--- config.mk ---
export PLATFORM = sky130hd
export DESIGN_NAME = x_mem_arb
export DESIGN_NICKNAME = d
export VERILOG_FILES = /design/src/rtl/x_mem_arb.sv
export SDC_FILE = /design/constraint.sdc
export NUM_CORES = 1
export LEC_CHECK = 0
export BUFFER_PORTS_ARGS = -buffer_cell sky130_fd_sc_hd__buf_4
export CAP_MARGIN = 20
export CORE_AREA = 4 4 114 116
export CTS_BUF_LIST = sky130_fd_sc_hd__clkbuf_4
export CTS_CLUSTER_SIZE = 24
export DETAILED_ROUTE_END_ITERATION = 10
export DIE_AREA = 0 0 118 120
export PLACE_DENSITY = 0.46
export SLEW_MARGIN = 20
export SYNTH_ARGS = -nofsm -noshare
export SYNTH_HDL_FRONTEND = slang
export SYNTH_SLANG_ARGS = --single-unit
--- constraint.sdc ---
create_clock -name i_clk -period 2.1 [get_ports i_clk]
set_clock_uncertainty 0.15 [all_clocks]
set_input_delay 0.42 -clock i_clk [delete_from_list [all_inputs] [get_ports i_clk]]
set_output_delay 0.42 -clock i_clk [all_outputs]
set_load 0.02 [all_outputs]
--- src/rtl/x_mem_arb.sv ---
// rtl/x_mem_arb.sv - two-master round-robin arbiter for one rv32i-style memory port
// Optional grant watchdog with o_timeout: define X_MEM_ARB_WATCHDOG_EN.
module x_mem_arb #(
    parameter int AW      = 32,
    parameter int DW      = 32,
    parameter int TIMEOUT = 16
) (
    input  logic          i_clk,
    input  logic          i_nrst,
    input  logic          i_a_valid,
    input  logic          i_a_rnw,
    input  logic [AW-1:0] i_a_addr,
    input  logic [DW-1:0] i_a_data,
    output logic          o_a_accept,
    output logic [DW-1:0] o_a_data,
    input  logic          i_b_valid,
    input  logic          i_b_rnw,
    input  logic [AW-1:0] i_b_addr,
    input  logic [DW-1:0] i_b_data,
    output logic          o_b_accept,
    output logic [DW-1:0] o_b_data,
    output logic          o_valid,
    output logic          o_rnw,
    output logic [AW-1:0] o_addr,
    output logic [DW-1:0] o_data,
    input  logic          i_accept,
    input  logic [DW-1:0] i_data,
`ifdef X_MEM_ARB_WATCHDOG_EN
    output logic          o_timeout,
`endif
    output logic [1:0]    o_grant
);

    typedef enum logic [1:0] {
        IDLE  = 2'd0,
        GNT_A = 2'd1,
        GNT_B = 2'd2
    } state_t;

    state_t r_state;
    logic   r_prio_b;

    logic w_own_a;
    logic w_own_b;
    logic w_own_valid;
    logic w_done;
    logic w_timeout;
    logic w_end;

    assign w_own_a     = (r_state == GNT_A);
    assign w_own_b     = (r_state == GNT_B);
    assign w_own_valid = (w_own_a & i_a_valid) | (w_own_b & i_b_valid);
    assign w_done      = w_own_valid & i_accept;

`ifdef X_MEM_ARB_WATCHDOG_EN
    localparam logic [7:0] LP_WD_LAST = 8'(TIMEOUT - 1);
    logic [7:0] r_wd_cnt;

    // A real accept on the limit cycle takes precedence over the forced completion.
    assign w_timeout = w_own_valid & ~i_accept & (r_wd_cnt == LP_WD_LAST);
    assign o_timeout = w_timeout;

    always_ff @(posedge i_clk or negedge i_nrst) begin
        if (!i_nrst)
            r_wd_cnt <= 8'd0;
        else if (r_state == IDLE)
            r_wd_cnt <= 8'd0;
        else
            r_wd_cnt <= r_wd_cnt + 8'd1;
    end
`else
    assign w_timeout = 1'b0;
`endif

    assign w_end = w_done | w_timeout;

    always_ff @(posedge i_clk or negedge i_nrst) begin
        if (!i_nrst) begin
            r_state  <= IDLE;
            r_prio_b <= 1'b0;
        end else begin
            case (r_state)
                IDLE: begin
                    if (i_a_valid && (!i_b_valid || !r_prio_b))
                        r_state <= GNT_A;
                    else if (i_b_valid)
                        r_state <= GNT_B;
                end
                GNT_A, GNT_B: begin
                    // A dropped request is a protocol violation: release without touching priority.
                    if (!w_own_valid) begin
                        r_state <= IDLE;
                    end else if (w_end) begin
                        r_state  <= IDLE;
                        r_prio_b <= w_own_a;
                    end
                end
                default: r_state <= IDLE;
            endcase
        end
    end

    assign o_valid    = w_own_valid & ~w_timeout;
    assign o_rnw      = w_own_a ? i_a_rnw  : (w_own_b ? i_b_rnw  : 1'b0);
    assign o_addr     = w_own_a ? i_a_addr : (w_own_b ? i_b_addr : '0);
    assign o_data     = w_own_a ? i_a_data : (w_own_b ? i_b_data : '0);
    assign o_grant    = {w_own_b, w_own_a};
    assign o_a_accept = w_own_a & w_end;
    assign o_b_accept = w_own_b & w_end;
    assign o_a_data   = (w_own_a & w_done)    ? i_data :
                        (w_own_a & w_timeout) ? DW'(32'hDEAD_BEEF) : '0;
    assign o_b_data   = (w_own_b & w_done)    ? i_data :
                        (w_own_b & w_timeout) ? DW'(32'hDEAD_BEEF) : '0;

endmodule
==> key figures, run 1 <==
Timing
  – Actual slew at the worst max-slew pin: between 200 and 250 ps
  – RSZ-0062 raised after global routing: true
  – Final setup violation count: about 130
  – Final Hold Fails: 0
  – Crit path setup slack, layout: -188 ps
  – Setup TNS: -14770 ps
  – Final period utilization: 109%
  – Relative slew margins: 86.2%
  – Final Critical Period: around 2300 ps
  – Worst hold slack: 342 ps
  – Max-slew violations: 0
  – Fmax: approximately 440 MHz

Power and ir drop
  – Clk pwr share: under 10%
  – Reg power frac: 1.9%
  – Final Power: 5.60 mW
  – P_leak: 2.68 nW
  – Comb pwr share: 96.0%
  – Switching Fraction: 49.1%
  – Switching power: 2.75 mW
  – Internal: 2.85 mW
  – Pwr/cell area: ~1000 nW/µm²
  – Worst VDD drop: roughly 0.63 mV

Cells and area
  – Layout cell share with drive strength beyond 1: 70.7%
  – Fill cells: 1175
  – Most common cell after layout, fill and taps aside: buf_4
  – Most frequent cells in the layout: buf_4, nand2_1, buf_6
  – Final instance area: 5410 µm²
  – Area growth syn-to-layout: 228%
  – # diodes: 0
  – Final net count: 803

Die
  – Rows: 40
  – Die height: 120 µm
  – Die ar.: 14200 µm²
  – Die width: 118 µm
  – Top Ports: 301
  – Core area: between 10000 and 15000 µm²
  – Initial Utilization: 13.8%

Detailed routing
  – DRC viols: 0
  – WL/cell: between 15 and 20 µm
  – Routed vias/inst: between 4 and 5
  – Post-route ant nets: 0
  – Initial drt markers: about 110
  – Detailed Routing Iterations Pass 1: 4
  – Detailed-route via count: 3357
  – Final WL: 12800 µm

Placement
  – Pre-CTS setup slack: -23.4 ps
  – Placed wire-length estimate: 8730 µm
  – Area of placed instances: 4070 µm²
  – GP Congestion: roughly 0.82
  – IO buf count: 300

Synth
  – Syn Inst Count: 313
  – Syn Nets: 483
  – Cell variety after synth: 27
  – Synth Cell Area: between 1500 and 2000 µm²
  – Register bit count reported by yosys: 3
  – Avg Cell Area, Syn: 5.26 µm²
  – Post-synthesis sequential area ratio: 4.56%
  – Warnings, synthesis: 0

Clocking
  – CTS sink count: 3
  – H-tree depth: 1
  – Reg clk slew, reported paths: approximately 40 ps
  – Clk buf depth: 2
  – Clock Latency Late Sink: 230 ps
  – TritonCTS buffer count: 3
  – CTS tree: yes
  – Clock root buffer: clkbuf_4

Setup path
  – Slowest stage cell, crit path: dfrtp_1
  – Crit path kind: register to output port
  – Critical Path End Type: output port
  – CP dominant cell by count: buf_6
  – Startpoint Class: register
  – CP top delay family: buffers and inverters
  – Critical path, cell by cell: inv_2 > ha_4 > buf_6 > a21oi_4 > nor2_4 > buf_12 > and2_1 > buf_6
  – WP data arrival: 1720 ps
  – Crit-path max FO: 17
  – WP data required: around 1500 ps
  – WP buf/inv: 4
  – Crit-path max cell delay: 410 ps

Outcome
  – Violated checks: negative setup slack
  – Outcome: finished, violations left

GRT
  – Vias in the first global route: 3355
  – Gr ovfl total: 0
  – Total Routing Usage GR: approximately 15%
  – First-pass GRT wire length: 17400 µm
  – Largest net degree at the start of global routing: 39
  – Initial antenna violation count: 0

Job
  – Max cap viols: 0

Hold path
  – Worst hold-check path type: register to register
==> per-layer routing <==
layer / wire, µm / global-route usage, % / vias up
met1: 4350 / 15.1 / 1516
met3: 1010 / 4.48 / 20
li1: - / - / 1645
met2: 7240 / 31.0 / 176
met5: 0 / 0 / -
met4: 239 / 2.12 / 0
==> worst reg2reg max path: stages, from the launching register on <==
cell,delay [ps]
dfrtp_1,390
buf_6,130
ha_4,170
buf_6,130
buf_4,120
a22oi_2,150
buf_4,160
o211ai_1,90
and4b_1,210
==> state kept, by name, summed over array words and instances, names as in the netlist <==
register  count
r_state       2
r_prio_b      1
==> area by class of cell <==
type	count	area (µm²)	share of cell area, %
Timing Repair Buffer	343	3330	61.6
Multi-Input combinational cell	278	1770	32.7
Tap cell	147	184	3.40
Sequential cell	3	75.1	1.39
Clock buffer	4	30.0	0.555
Inverter	4	15.0	0.278
==> cell families (layout without fill, tap and decap cells) <==
group / after synthesis / count (layout) / synth area share (%)
AND/OR/NAND/NOR: 201 / 202 / 57.9
AO/OA/AOI/OAI: 73 / 73 / 24.2
buffers and inverters: 33 / 351 / 11.0
adder cells (fa/ha/maj): 3 / 3 / 2.28
flip-flops: 3 / 3 / 4.56
==> final timing paths <==
check	startpoint	endpoint	slack (ps)	cells after the start
min in group asynchronous	i_nrst	r_prio_b	400	2
hold / removal	r_prio_b	r_prio_b	340	1
setup reg to reg	r_state[0]	r_state[0]	290	8
max in group asynchronous	i_nrst	r_state[0]	1300	2
hold reg to reg	r_prio_b	r_prio_b	340	1
setup / recovery	r_state[1]	o_b_data[12]	-190	8
==> cell usage after synthesis <==
library cell	instances	area, µm²
a22oi_2	1	12.5
a21oi_2	1	8.76
nor2_1	1	3.75
nand2b_1	2	12.5
and2_1	64	400
nand2_2	1	6.26
o22ai_1	1	6.26
inv_1	4	15.0
a21oi_1	1	5.00
nand2_1	125	469
a22o_1	4	35.0
nand4_1	1	6.26
nor3_1	1	5.00
buf_4	3	22.5
o21ai_0	63	315
o2bb2ai_1	1	8.76
o211ai_1	1	7.51
nor2_4	2	22.5
buf_2	13	65.1
clkbuf_1	9	33.8
ha_1	3	37.5
or2_2	1	6.26
nand3_1	1	5.00
buf_6	4	45.0
nor2b_1	1	6.26
dfrtp_1	3	75.1
and4b_1	1	10.0
==> power by group through the flow <==
| stage | sequential [mW] | combinational, mW | clock (mW) |
|---|---|---|---|
| 2_1_floorplan | 0.100 | 2.08 | 0 |
| 3_3_place_gp | 0.101 | 3.72 | 0 |
| 3_5_place_dp | 0.0996 | 3.72 | 0 |
| 4_1_cts | 0.109 | 4.87 | 0.119 |
| 5_1_grt | 0.113 | 5.70 | 0.126 |
| 6_report | 0.109 | 5.38 | 0.114 |
==> through the flow <==
step                utilization, %  cells
detailed placement            34.2    745
finish                        45.4    779
global placement              34.2    745
global route                  45.4    779
CTS                           42.0    771
floorplan                        -    313
==> repair_timing <==
action	in CTS	in global routing
cloned	8	8
buffers inserted	13	4
pin swaps	11	39
endpoints found under the hold margin	3	0
hold buffers	1	0
gates resized for setup	156	81
endpoints found under the setup margin	131	131
Power figures use the tool's default switching activity.
==> run 2, diff against run 1 <==
Settings changed: SKIP_CTS_REPAIR_TIMING set to 1.
==> run 2 against run 1 <==
  * The run still ends with negative setup slack left
  * Sequential share of layout area rose by 0.34 points
  * Final area decreased by 20%
  * Via count down 7.3%
  * Maximum frequency down 0.96%
  * Clock-buffer cell count is the same
  * Final cell count is 3.1% lower
  * Die area did not move
  * Setup slack lost 22 ps
  * Wire length decreased by 18%
  * Worst hold slack worse by 1.3 ps
  * Non-clock buffer count decreased by 24
  * Utilization decreased by 8.9 points
  * Critical endpoint unchanged
==> key figures, run 2 (synthesis gave the netlist of run 1 again) <==
Clocking
  – Clk buf depth: 2
  – TritonCTS buffer count: 3
  – CTS sink count: 3
  – CTS tree: yes
  – H-tree depth: 1
  – Clock Latency Late Sink: 230 ps
  – Clock root buffer: clkbuf_4
  – Reg clk slew, reported paths: ~40 ps

Die
  – Die height: between 100 and 150 µm
  – Initial Utilization: approximately 14%
  – Rows: 40
  – Top Ports: between 300 and 400
  – Die ar.: 14200 µm²
  – Core area: 11900 µm²
  – Die width: ~120 µm

Power and ir drop
  – Pwr/cell area: 981 nW/µm²
  – Final Power: 4.27 mW
  – P_leak: between 2 and 2.5 nW
  – Worst VDD drop: 0.468 mV

Setup path
  – Setup slack, reg-to-reg: 360 ps
  – Slowest stage cell, crit path: dfrtp_1
  – Reg2reg start: r_state[0]
  – WP data arrival: 1740 ps
  – Crit-path max FO: 33
  – RR Endpoint: r_state[0]
  – Crit-path max cell delay: 360 ps
  – WP data required: about 1500 ps
  – Crit path kind: register to output port
  – R2r worst-path depth: 7
  – Critical Path End Type: output port
  – Critical path, cell by cell: buf_4 > ha_4 > buf_4 > a21oi_4 > nor2_4 > buf_12 > and2_1 > buf_4
  – Startpoint Class: register
  – CP dominant cell by count: buf_4

Timing
  – Final Critical Period: 2310 ps
  – Relative slew margins: ~80%
  – Fmax: 433 MHz
  – Final Hold Fails: 0
  – Crit path setup slack, layout: -211 ps
  – Final period utilization: 110%
  – Max-slew violations: 0
  – Actual slew at the worst max-slew pin: approximately 270 ps
  – Final setup violation count: 129
  – RSZ-0062 raised after global routing: true

Cells and area
  – Top Registers: r_state x2, r_prio_b x1
  – Most frequent cells in the layout: buf_4, nand2_1, and2_1
  – Area of the multi-input gates: 1490 µm²
  – Final instance area: around 4400 µm²
  – Max FFs per register: 2
  – Layout cell share with drive strength beyond 1: 56.6%
  – Most common cell after layout, fill and taps aside: buf_4
  – Final Util: 36.5%
  – Final net count: 779
  – Fill cells: 1265
  – Register area: 75.1 µm²
  – # diodes: 0
  – Area growth syn-to-layout: 164%
  – Most flops, register: r_state

Hold path
  – Hold Path Origin: r_prio_b
  – Hold depth: 1
  – Worst hold endpoint: r_prio_b
  – Worst hold-check path type: register to register

Placement
  – Area of placed instances: 4070 µm²
  – Placed wire-length estimate: 8730 µm
  – IO buf count: 300
  – GP Congestion: 0.821

Detailed routing
  – Detailed Routing Iterations Pass 1: 4
  – WL/cell: 14.0 µm
  – Final WL: ~11000 µm
  – Routed vias/inst: about 4.1
  – Detailed-route via count: between 3000 and 4000
  – Post-route ant nets: 0
  – DRC viols: 0
  – Initial drt markers: 58

GRT
  – Vias in the first global route: 2925
  – Largest net degree at the start of global routing: 77
  – Total Routing Usage GR: 12.5%
  – Gr ovfl total: 0
  – Initial antenna violation count: 0
  – First-pass GRT wire length: ~15000 µm

Outcome
  – Violated checks: negative setup slack
  – Outcome: finished, violations left

Job
  – Max cap viols: 0
==> run 2: cell count changes in the layout (fill, tap and decap cells not counted), moves of 5 or more <==
cell       before  now
buf_6         100    9
buf_4         217  300
and2_1         21   63
and2_4         43    1
nand2_1       102  125
nand2_2        19    1
o21ai_1        40   51
o21ai_2        16    9
o21ai_4         6    0
buf_16          7    2
clkbuf_16       6    1
nand2_4         5    0
==> run 2: how the worst max path moves through the flow <==
stage / startpoint / end / cells after the start
floorplan: r_state[1] / o_b_data[22] / 7
global placement: r_state[0] / o_data[18] / 7
detailed placement: r_state[0] / o_a_data[21] / 6
CTS: r_state[0] / o_a_data[5] / 6
global route: r_state[0] / o_b_data[12] / 8
finish: r_state[0] / o_b_data[12] / 8
==> run 2: where the power goes <==
group / switching (mW) / internal, mW / total, mW
combinational: 2.25 / 1.79 / 4.05
sequential: 0.0212 / 0.0851 / 0.106
clock: 0.0310 / 0.0841 / 0.115
==> run 2: critical path, delay by kind of cell, from the launching register on <==
kind	cells	cell delay, ps
buffers and inverters	4	600
flip-flops	1	360
AND/OR/NAND/NOR	2	220
adder cells (fa/ha/maj)	1	180
AO/OA/AOI/OAI	1	140
==> run 2: final cells by class <==
cell class	instances	area share, %
well taps	147	4.23
clock buffers	4	0.690
multi-input cells	278	34.2
repair buffers	319	58.8
flip-flops and latches	3	1.73
inverters	4	0.345
==> run 2: through the flow <==
| step | cells | setup TNS (ps) | hold WS, ps | setup WS, ps |
|---|---|---|---|---|
| final | 755 | -13870 | 341 | -211 |
| after global routing | 755 | -27660 | 365 | -315 |
| after CTS | 749 | -27600 | -185 | -282 |
| after detailed placement | 745 | -441 | 66.0 | -23.4 |
| after global placement | 745 | 0 | 64.9 | 4.09 |
| after floorplan | 313 | 0 | -25.6 | 72.2 |
==> run 2: layer usage <==
metal / global-route usage [%] / share of wire, % / wire [µm]
met1: 12.3 / 34 / 3560
met2: 25.1 / 55 / 5800
met3: 5.14 / 11 / 1130
met4: 1.10 / 0.80 / 85
met5: 0 / 0 / 0
